[config.mk]
export PLATFORM = sky130hd
export DESIGN_NAME = icache_refill_assembler
export DESIGN_NICKNAME = d
export VERILOG_FILES = /design/src/rtl/wt_cache_pkg.sv /design/src/rtl/icache_refill_ring.sv /design/src/rtl/icache_refill_assembler.sv
export SDC_FILE = /design/constraint.sdc
export NUM_CORES = 1
export LEC_CHECK = 0
export ABC_AREA = 1
export CAP_MARGIN = 5
export CORE_UTILIZATION = 48
export CTS_CLUSTER_DIAMETER = 40
export DETAILED_ROUTE_END_ITERATION = 10
export PLACE_DENSITY = 0.74
export SYNTH_ARGS = -nofsm -noshare
export SYNTH_HDL_FRONTEND = slang
export SYNTH_HIERARCHICAL = 1
export SYNTH_SLANG_ARGS = --single-unit
[constraint.sdc]
create_clock -name clk_i -period 2.3 [get_ports clk_i]
set_clock_uncertainty 0.15 [all_clocks]
set_input_delay 0.46 -clock clk_i [delete_from_list [all_inputs] [get_ports clk_i]]
set_output_delay 0.46 -clock clk_i [all_outputs]
set_load 0.02 [all_outputs]
[src/rtl/wt_cache_pkg.sv]
// Shared icache refill types and default geometry for the AXI R-channel line assembler.
package wt_cache_pkg;

    localparam int unsigned ICACHE_LINE_WIDTH   = 128;
    localparam int unsigned ICACHE_BEAT_WIDTH   = 64;
    localparam int unsigned ICACHE_ID_WIDTH     = 4;
    localparam int unsigned ICACHE_REFILL_DEPTH = 2;
    localparam int unsigned ICACHE_REFILL_BEATS = ICACHE_LINE_WIDTH / 64;

    typedef struct packed {
        logic [ICACHE_LINE_WIDTH-1:0] data;
        logic [ICACHE_ID_WIDTH-1:0]   id;
        logic                         err;
    } icache_refill_line_t;

    // Index width that stays legal (>= 1 bit) even for single-entry structures.
    function automatic int unsigned idx_width(input int unsigned n);
        return (n > 1) ? $clog2(n) : 1;
    endfunction

endpackage

[src/rtl/icache_refill_ring.sv]
// Depth-entry ring of refill lines: the tail entry is assembled in place, the head entry is
// presented to the icache.
module icache_refill_ring
    import wt_cache_pkg::*;
#(
    parameter int unsigned LineWidth = ICACHE_LINE_WIDTH,
    parameter int unsigned BeatWidth = ICACHE_BEAT_WIDTH,
    parameter int unsigned IdWidth   = ICACHE_ID_WIDTH,
    parameter int unsigned Depth     = ICACHE_REFILL_DEPTH,
    parameter int unsigned SlotWidth = idx_width(LineWidth / BeatWidth),
    parameter int unsigned CntWidth  = $clog2(Depth + 1)
) (
    input  logic                 clk_i,
    input  logic                 rst_ni,
    input  logic                 clear_i,
    input  logic                 wr_en_i,
    input  logic                 wr_first_i,
    input  logic                 wr_store_i,
    input  logic [SlotWidth-1:0] wr_slot_i,
    input  logic [BeatWidth-1:0] wr_data_i,
    input  logic [IdWidth-1:0]   wr_id_i,
    input  logic                 wr_err_i,
    input  logic                 commit_i,
    input  logic                 pop_i,
    output logic [IdWidth-1:0]   wr_id_o,
    output logic [LineWidth-1:0] rd_data_o,
    output logic [IdWidth-1:0]   rd_id_o,
    output logic                 rd_err_o,
    output logic [CntWidth-1:0]  count_o,
    output logic                 full_o
);

    localparam int unsigned PtrWidth = idx_width(Depth);
    localparam logic [PtrWidth-1:0] LastPtr  = PtrWidth'(Depth - 1);
    localparam logic [CntWidth-1:0] DepthCnt = CntWidth'(Depth);

    typedef struct packed {
        logic [LineWidth-1:0] data;
        logic [IdWidth-1:0]   id;
        logic                 err;
    } entry_t;

    entry_t                mem_q [Depth];
    entry_t                wr_entry;
    logic [PtrWidth-1:0]   wr_ptr_q;
    logic [PtrWidth-1:0]   rd_ptr_q;
    logic [CntWidth-1:0]   count_q;

    function automatic logic [PtrWidth-1:0] ptr_inc(input logic [PtrWidth-1:0] p);
        return (p == LastPtr) ? '0 : p + 1'b1;
    endfunction

    // NOTE: wr_entry is fully assigned from mem_q before any conditional update, so no latch.
    always_comb begin
        wr_entry = mem_q[wr_ptr_q];
        if (wr_first_i) begin
            wr_entry.data = '0;
            wr_entry.id   = wr_id_i;
            wr_entry.err  = 1'b0;
        end
        if (wr_store_i) begin
            wr_entry.data[wr_slot_i*BeatWidth +: BeatWidth] = wr_data_i;
        end
        wr_entry.err = wr_entry.err | wr_err_i;
    end

    // NOTE: the entries are reset too, so the head line reads as zeros rather than X out of reset.
    always_ff @(posedge clk_i or negedge rst_ni) begin
        if (!rst_ni) begin
            for (int i = 0; i < Depth; i++) begin
                mem_q[i] <= '0;
            end
            wr_ptr_q <= '0;
            rd_ptr_q <= '0;
            count_q  <= '0;
        end else if (clear_i) begin
            wr_ptr_q <= '0;
            rd_ptr_q <= '0;
            count_q  <= '0;
        end else begin
            if (wr_en_i) begin
                mem_q[wr_ptr_q] <= wr_entry;
            end
            if (commit_i) begin
                wr_ptr_q <= ptr_inc(wr_ptr_q);
            end
            if (pop_i) begin
                rd_ptr_q <= ptr_inc(rd_ptr_q);
            end
            case ({commit_i, pop_i})
                2'b10:   count_q <= count_q + 1'b1;
                2'b01:   count_q <= count_q - 1'b1;
                default: count_q <= count_q;
            endcase
        end
    end

    assign wr_id_o   = mem_q[wr_ptr_q].id;
    assign rd_data_o = mem_q[rd_ptr_q].data;
    assign rd_id_o   = mem_q[rd_ptr_q].id;
    assign rd_err_o  = mem_q[rd_ptr_q].err;
    assign count_o   = count_q;
    assign full_o    = (count_q == DepthCnt);

endmodule

[src/rtl/icache_refill_assembler.sv]
// Assembles AXI R beats into icache refill lines; tracks beat position, flush discard and handshakes.
module icache_refill_assembler
    import wt_cache_pkg::*;
#(
    parameter int unsigned LineWidth = ICACHE_LINE_WIDTH,
    parameter int unsigned BeatWidth = ICACHE_BEAT_WIDTH,
    parameter int unsigned IdWidth   = ICACHE_ID_WIDTH,
    parameter int unsigned Depth     = ICACHE_REFILL_DEPTH
) (
    input  logic                 clk_i,
    input  logic                 rst_ni,
    input  logic                 flush_i,
    input  logic                 r_valid_i,
    output logic                 r_ready_o,
    input  logic [BeatWidth-1:0] r_data_i,
    input  logic                 r_last_i,
    input  logic [IdWidth-1:0]   r_id_i,
    input  logic [1:0]           r_resp_i,
    output logic                 line_valid_o,
    input  logic                 line_ready_i,
    output logic [LineWidth-1:0] line_data_o,
    output logic [IdWidth-1:0]   line_id_o,
    output logic                 line_err_o,
    output logic                 busy_o
);

    localparam int unsigned NumBeats  = LineWidth / BeatWidth;
    localparam int unsigned SlotWidth = idx_width(NumBeats);
    localparam int unsigned CntWidth  = $clog2(Depth + 1);
    localparam int unsigned BcWidth   = $clog2(NumBeats + 1);
    localparam logic [BcWidth-1:0] BeatsMax = BcWidth'(NumBeats);

    logic [BcWidth-1:0]  beat_cnt_q;
    logic                discard_q;
    logic [CntWidth-1:0] count;
    logic                full;
    logic [IdWidth-1:0]  latched_id;
    logic                accept;
    logic                first;
    logic                overlong;
    logic                wr_en;
    logic                wr_err;
    logic                commit;
    logic                pop;

    assign r_ready_o    = ~full;
    assign line_valid_o = (count != '0);
    assign busy_o       = line_valid_o | (beat_cnt_q != '0) | discard_q;

    assign accept   = r_valid_i & r_ready_o;
    assign first    = (beat_cnt_q == '0);
    assign overlong = (beat_cnt_q == BeatsMax);
    // A beat landing in a flush cycle belongs to a burst that is being thrown away.
    assign wr_en    = accept & ~discard_q & ~flush_i;
    assign commit   = wr_en & r_last_i;
    assign pop      = line_valid_o & line_ready_i & ~flush_i;
    assign wr_err   = r_resp_i[1] | overlong | (~first & (r_id_i != latched_id));

    always_ff @(posedge clk_i or negedge rst_ni) begin
        if (!rst_ni) begin
            beat_cnt_q <= '0;
            discard_q  <= 1'b0;
        end else if (flush_i) begin
            beat_cnt_q <= '0;
            discard_q  <= accept ? ~r_last_i : (discard_q | (beat_cnt_q != '0));
        end else if (accept) begin
            if (r_last_i) begin
                beat_cnt_q <= '0;
                discard_q  <= 1'b0;
            end else if (!discard_q && !overlong) begin
                beat_cnt_q <= beat_cnt_q + 1'b1;
            end
        end
    end

    icache_refill_ring #(
        .LineWidth (LineWidth),
        .BeatWidth (BeatWidth),
        .IdWidth   (IdWidth),
        .Depth     (Depth),
        .SlotWidth (SlotWidth),
        .CntWidth  (CntWidth)
    ) u_ring (
        .clk_i      (clk_i),
        .rst_ni     (rst_ni),
        .clear_i    (flush_i),
        .wr_en_i    (wr_en),
        .wr_first_i (first),
        .wr_store_i (~overlong),
        .wr_slot_i  (beat_cnt_q[SlotWidth-1:0]),
        .wr_data_i  (r_data_i),
        .wr_id_i    (r_id_i),
        .wr_err_i   (wr_err),
        .commit_i   (commit),
        .pop_i      (pop),
        .wr_id_o    (latched_id),
        .rd_data_o  (line_data_o),
        .rd_id_o    (line_id_o),
        .rd_err_o   (line_err_o),
        .count_o    (count),
        .full_o     (full)
    );

endmodule

### After elaboration in Yosys (flattened, before gate mapping)

Index checks and enable logic that the tools add are counted.

* input port bits: 76
* logic and storage cells: 91
* register bits after elaboration: 273
* output and inout port bits: 136

* shifts and indexed selects: 2
* bitwise operators: 20
* add/subtract/negate cells: 6
* reductions and logical operators: 16
* $lt $le $gt $ge: 3
* multiplexer cells: 28
* eq/ne operators: 5

Operators with widths (count)
* 133-bit two-way mux: 8
* 266-bit bitwise mux: 1
* 133-bit demux with 1-bit select: 1
* 128-bit bitwise mux: 1
* 128-bit two-way mux: 1
* 64-bit by 34-bit variable shift with 128-bit output (first input constant): 1
* 64-bit by 34-bit indexed part select with 128-bit output: 1
* 7-bit negation with 34-bit output: 1
* 2-bit nonzero test: 6
* 1-bit two-way mux: 10
* 2-bit two-way mux: 5
* 1-bit AND: 7
* 2-bit equality test (second input constant): 3
* 1-bit bitwise OR: 6
* 2-bit AND reduction: 3
* 3-bit nonzero test: 2
* 1-bit NOT: 5
* 2-bit by 1-bit adder with 2-bit output (second input constant): 2
* 2-bit greater-or-equal comparator (second input constant): 2
* 4-bit inequality test: 1
* 1-bit NOT with 2-bit output: 2
* 2-bit case mux with 2 select lines: 1
* 1-bit adder (second input constant): 2
* 2-bit by 1-bit equality test with 1-bit output (second input constant): 1
* other kinds (5): 7

### Longest topological paths before layout

* word-level depth: 9
* depth in mapped cells: 16
* mapped depth without buffers: 14

### Modules after synthesis

The synthesis kept the hierarchy.

By module, submodules not included
* icache_refill_ring: times used 1, area each 14961.8 um^2, cells each 2165
* icache_refill_assembler: times used 1, area each 336.6 um^2, cells each 59

### Least setup slack after synthesis

No wires, ideal clock.

* path type: reg-to-reg
* start point: register u_ring.count_q[1], in the netlist u_ring/count_o[1]
* end point: register u_ring/mem_q[100] (netlist name)
* library setup time: 0.117 ns
* data required time: 2.033 ns
* cell stages (with the launch flop): 13
* path slack: 0.191 ns
* period minus slack after synthesis: 2.109 ns
* arrival: 1.842 ns
* buffers on the path: 2
* cell sequence: dfrtp_1 nand2_1 inv_1 inv_1 nand2_1 nor2_1 inv_1 nor3_2 inv_2 buf_2 clkbuf_1 nand2_1 nand2_1

* longest elaborated chain between the ends: 6

RTL lines
* from (decl): RTL line icache_refill_ring.sv:47 `logic [CntWidth-1:0] count_q;`
* from (signal assigned): RTL line icache_refill_ring.sv:91 `2'b10: count_q <= count_q + 1'b1;`
* from (signal assigned): RTL line icache_refill_ring.sv:92 `2'b01: count_q <= count_q - 1'b1;`
* from (signal assigned): RTL line icache_refill_ring.sv:93 `default: count_q <= count_q;`
* 2-bit equality test: RTL line icache_refill_ring.sv:103 `assign full_o = (count_q == DepthCnt);`
* via full: RTL line icache_refill_assembler.sv:36 `logic full;`
* 1-bit NOT: RTL line icache_refill_assembler.sv:46 `assign r_ready_o = ~full;`
* via r_ready_o: RTL line icache_refill_assembler.sv:14 `output logic r_ready_o,`
* 1-bit AND: RTL line icache_refill_assembler.sv:50 `assign accept = r_valid_i & r_ready_o;`
* 1-bit AND (2 in series): RTL line icache_refill_assembler.sv:54 `assign wr_en = accept & ~discard_q & ~flush_i;`
* via wr_en: RTL line icache_refill_assembler.sv:41 `logic wr_en;`
* 2-bit AND reduction (no source line)
* to (signal, indexed assignment): RTL line icache_refill_ring.sv:82 `mem_q[wr_ptr_q] <= wr_entry;`
* to (decl): RTL line icache_refill_ring.sv:43 `entry_t mem_q [Depth];`

The timed path passes the listed nets, and every way through them passes these cells.
A chain may end at the register's enable or synchronous reset.

### Final worst setup path

* start point: register u_ring.rd_ptr_q
* end point: output port line_data_o[49]

* longest elaborated chain between the ends: 4

RTL lines
* from (decl): RTL line icache_refill_ring.sv:46 `logic [PtrWidth-1:0] rd_ptr_q;`
* from (signal assigned): RTL line icache_refill_ring.sv:88 `rd_ptr_q <= ptr_inc(rd_ptr_q);`
* 1-bit NOT with 2-bit output (not written as such): RTL line icache_refill_ring.sv:99 `assign rd_data_o = mem_q[rd_ptr_q].data;`
* 133-bit two-way mux (not written as such) (3 in series): RTL line icache_refill_ring.sv:99
* to (decl): RTL line icache_refill_assembler.sv:21 `output logic [LineWidth-1:0] line_data_o,`

No other way between the ends. The select of a mux whose other input is x is not followed.

==> results.cfg <==
[worst_setup_path]
endpoint = line_data_o[49]
crit_type = reg2out
crit_path_frequent_cell = buf_6
critical_path.cell_chain = buf_6, buf_6, clkbuf_16, mux2_4, buf_6
crit_required_ns = 1.69
timing.rr.end = u_ring/mem_q[27]
cp.arrival_ns = 1.98
crit_path_max_incr_delay_ns = 0.57
endpoint_kind = output port
crit_start = u_ring/rd_ptr_q
start_kind = flip-flop
cp_slowest_cell = dfrtp_4
reg2reg_depth = 11
cp_max_fo = 6
r2r_slack_ns = 0.19
r2r_start = beat_cnt_q[0]

[logic_synthesis]
synth_compound_area_frac = 0.00728
synth_cells = 2224
synth-seq-cells = 273
yosys.area_share.simple = 0.406
synth_top_family_by_area = simple AND/OR/NAND/NOR gates
synth_xor_area_frac = 0
syn_avg_cell_area_um2 = 6.88
synth-seq-area-share = 0.447
ys_types = 23
synth_area_mm2 = 0.0153
synth-adder-area-share = 0.00164
syn_nets = 2302
synth.area.top_cells = dfrtp_1 45%, nand2_1 39%, mux2_2 9.4%
synth_warnings = 6
synthMuxAreaShare = 0.0942
yosys.area.top_type_share = 0.447
synth_top_cell_by_area = dfrtp_1

[place]
gp_congestion = 0.796
dp_slack_ns = -0.0816
dp_cells = 2781
io_buffers = 210
place_area_mm2 = 0.0184
hpwl_um = 27700

[timing]
max_freq_mhz = 386
fin_crit_sh = 1.13
worst_pin_slew_ns = 0.896
drv_slew = 0
slew_headroom = 0.403
setup_ws_ns = -0.292
rsz0062_at_grt = true
finalHoldViolCount = 0
tns_ns = -24.74
holdWs_ns = 0.344
period_minus_slack_ns = 2.59
setup_violations = 132

[pwr]
power.density_mw_per_mm2 = 1130
leakagePower_nw = 11.9
ir_drop_mv = 1.13
power_mw = 22.9

[cells_and_area]
instances_no_fill = 2876
final_cell_area_mm2 = 0.0204
drive_gt1_frac = 0.174
layout_common_cells = 1595 x nand2_1, 271 x dfrtp_1, 73 x clkdlybuf4s50_1
fillers = 2595
area_growth_syn_to_layout_pct = 33.1
final_util = 0.647
nets = 2519
final_common_cell = nand2_1

[die]
num_rows = 65
die_h_um = 181
core_mm2 = 0.0315
io_pins = 212
die_width_um = 181
start_util = 0.486
dieArea_mm2 = 0.0326

[global_route]
first_global_vias = 15100
antenna_found_initial = 1
grt_max_degree = 70
grt_pass1_wl_um = 75600
grt.overflow.total = 0
gr-usage-all-layers = 0.285

[route]
route.antenna.remaining_nets = 0
viasPerCell = 5.31
wl_per_cell_um = 16.5
wl_met3_um = 3990
routed.top_layer = met4
firstDrtPassIters = 7
drc_errors = 0
met1_length_um = 19700
postRouteWirelength_um = 47500
drt-initial-drc-count = 1497
dr_total_vias = 15300
dr_wl_met2_um = 22300

[run_status]
outcome = finished with violations
violations = negative setup slack

[clocking]
root_buffer = clkbuf_16
h-tree-depth = 2
cts_tree = done
clock_sinks = 273
clk_pin_slew_worst_paths_ns = 0.05
clk_latency_ns = 0.53
cts_made_buffers = 44
cts_max_path_buffers = 3

[job]
max_cap_viol_count = 0

[hold_path]
hold_path.class = reg2reg
==> sequential cells by signal, indices dropped and copies added (netlist names) <==
signal and cells:
u_ring/mem_q 266, beat_cnt_q 2, u_ring/count_o 2, discard_q 1, u_ring/rd_ptr_q 1, u_ring/wr_ptr_q 1
==> Yosys cell counts <==
library cell,n
clkbuf_1,56
nor2_2,1
nand2_2,2
nand3_1,18
o21ai_0,12
a21oi_2,1
nand4_1,3
nand2_1,1597
mux2_2,128
buf_2,54
nor3_2,1
o21ai_2,3
buf_1,17
a21oi_1,2
inv_1,34
dfrtp_1,273
ha_1,2
inv_2,3
a31oi_1,1
or2_1,1
or2_2,4
nor3_1,1
nor2_1,10
==> cell families (layout without fill, tap and decap cells) <==
family | after synthesis | count (layout)
other | 0 | 1
buffers and inverters | 164 | 413
adder cells (fa/ha/maj) | 2 | 2
AND/OR/NAND/NOR | 1638 | 1638
flip-flops | 273 | 273
multiplexers | 128 | 128
AO/OA/AOI/OAI | 19 | 19
==> report_power, final <==
group	switching [mW]	total, mW	internal [mW]
clock network	2.33	7.14	4.80
logic	4.90	8.85	3.95
registers	0.956	6.96	6.00
total	8.19	22.9	14.8
==> cell type report <==
type                       instances  area (µm²)  share of cell area
multi-input combinational       1787        8060               0.396
sequential                       273        6840               0.336
tap                              402         503              0.0247
clock buffer                      53        1200              0.0587
inverter                          37         146             0.00719
antenna                            1        2.50            0.000123
timing repair buffer             298        3230               0.159
clock inverter                    25         385              0.0189
==> how the worst min path moves through the flow <==
stage	start	end	slack, ns	cells after the start
floorplan	rst_ni	beat_cnt_q[0]	0.01	0
global placement	rst_ni	u_ring/mem_q[147]	0.30	1
detailed placement	rst_ni	u_ring/mem_q[213]	0.30	1
CTS	rst_ni	u_ring/mem_q[14]	0.35	2
global route	u_ring/mem_q[146]	u_ring/mem_q[146]	0.37	2
finish	u_ring/mem_q[133]	u_ring/mem_q[133]	0.34	2
==> worst max-delay path, delay by kind of cell (launching register included) <==
kind / cells / cell delay (ns)
buffers and inverters: 4 / 0.57
flip-flops: 1 / 0.57
multiplexers: 1 / 0.31
==> what timing repair did <==
item                                    4_1_cts  5_1_grt
resized for setup                           197      408
cloned                                        0        7
buffers inserted                              2        8
hold endpoints to repair                     47        0
endpoints found under the setup margin      136      136
pin swaps                                     0        3
hold buffers                                  1        0
==> metal layers <==
layer,track usage,vias up
met5,0,-
met2,0.469,707
met3,0.0532,128
li1,-,7219
met1,0.369,7208
met4,0.120,0
No activity file was read; power rests on OpenSTA's default activity.
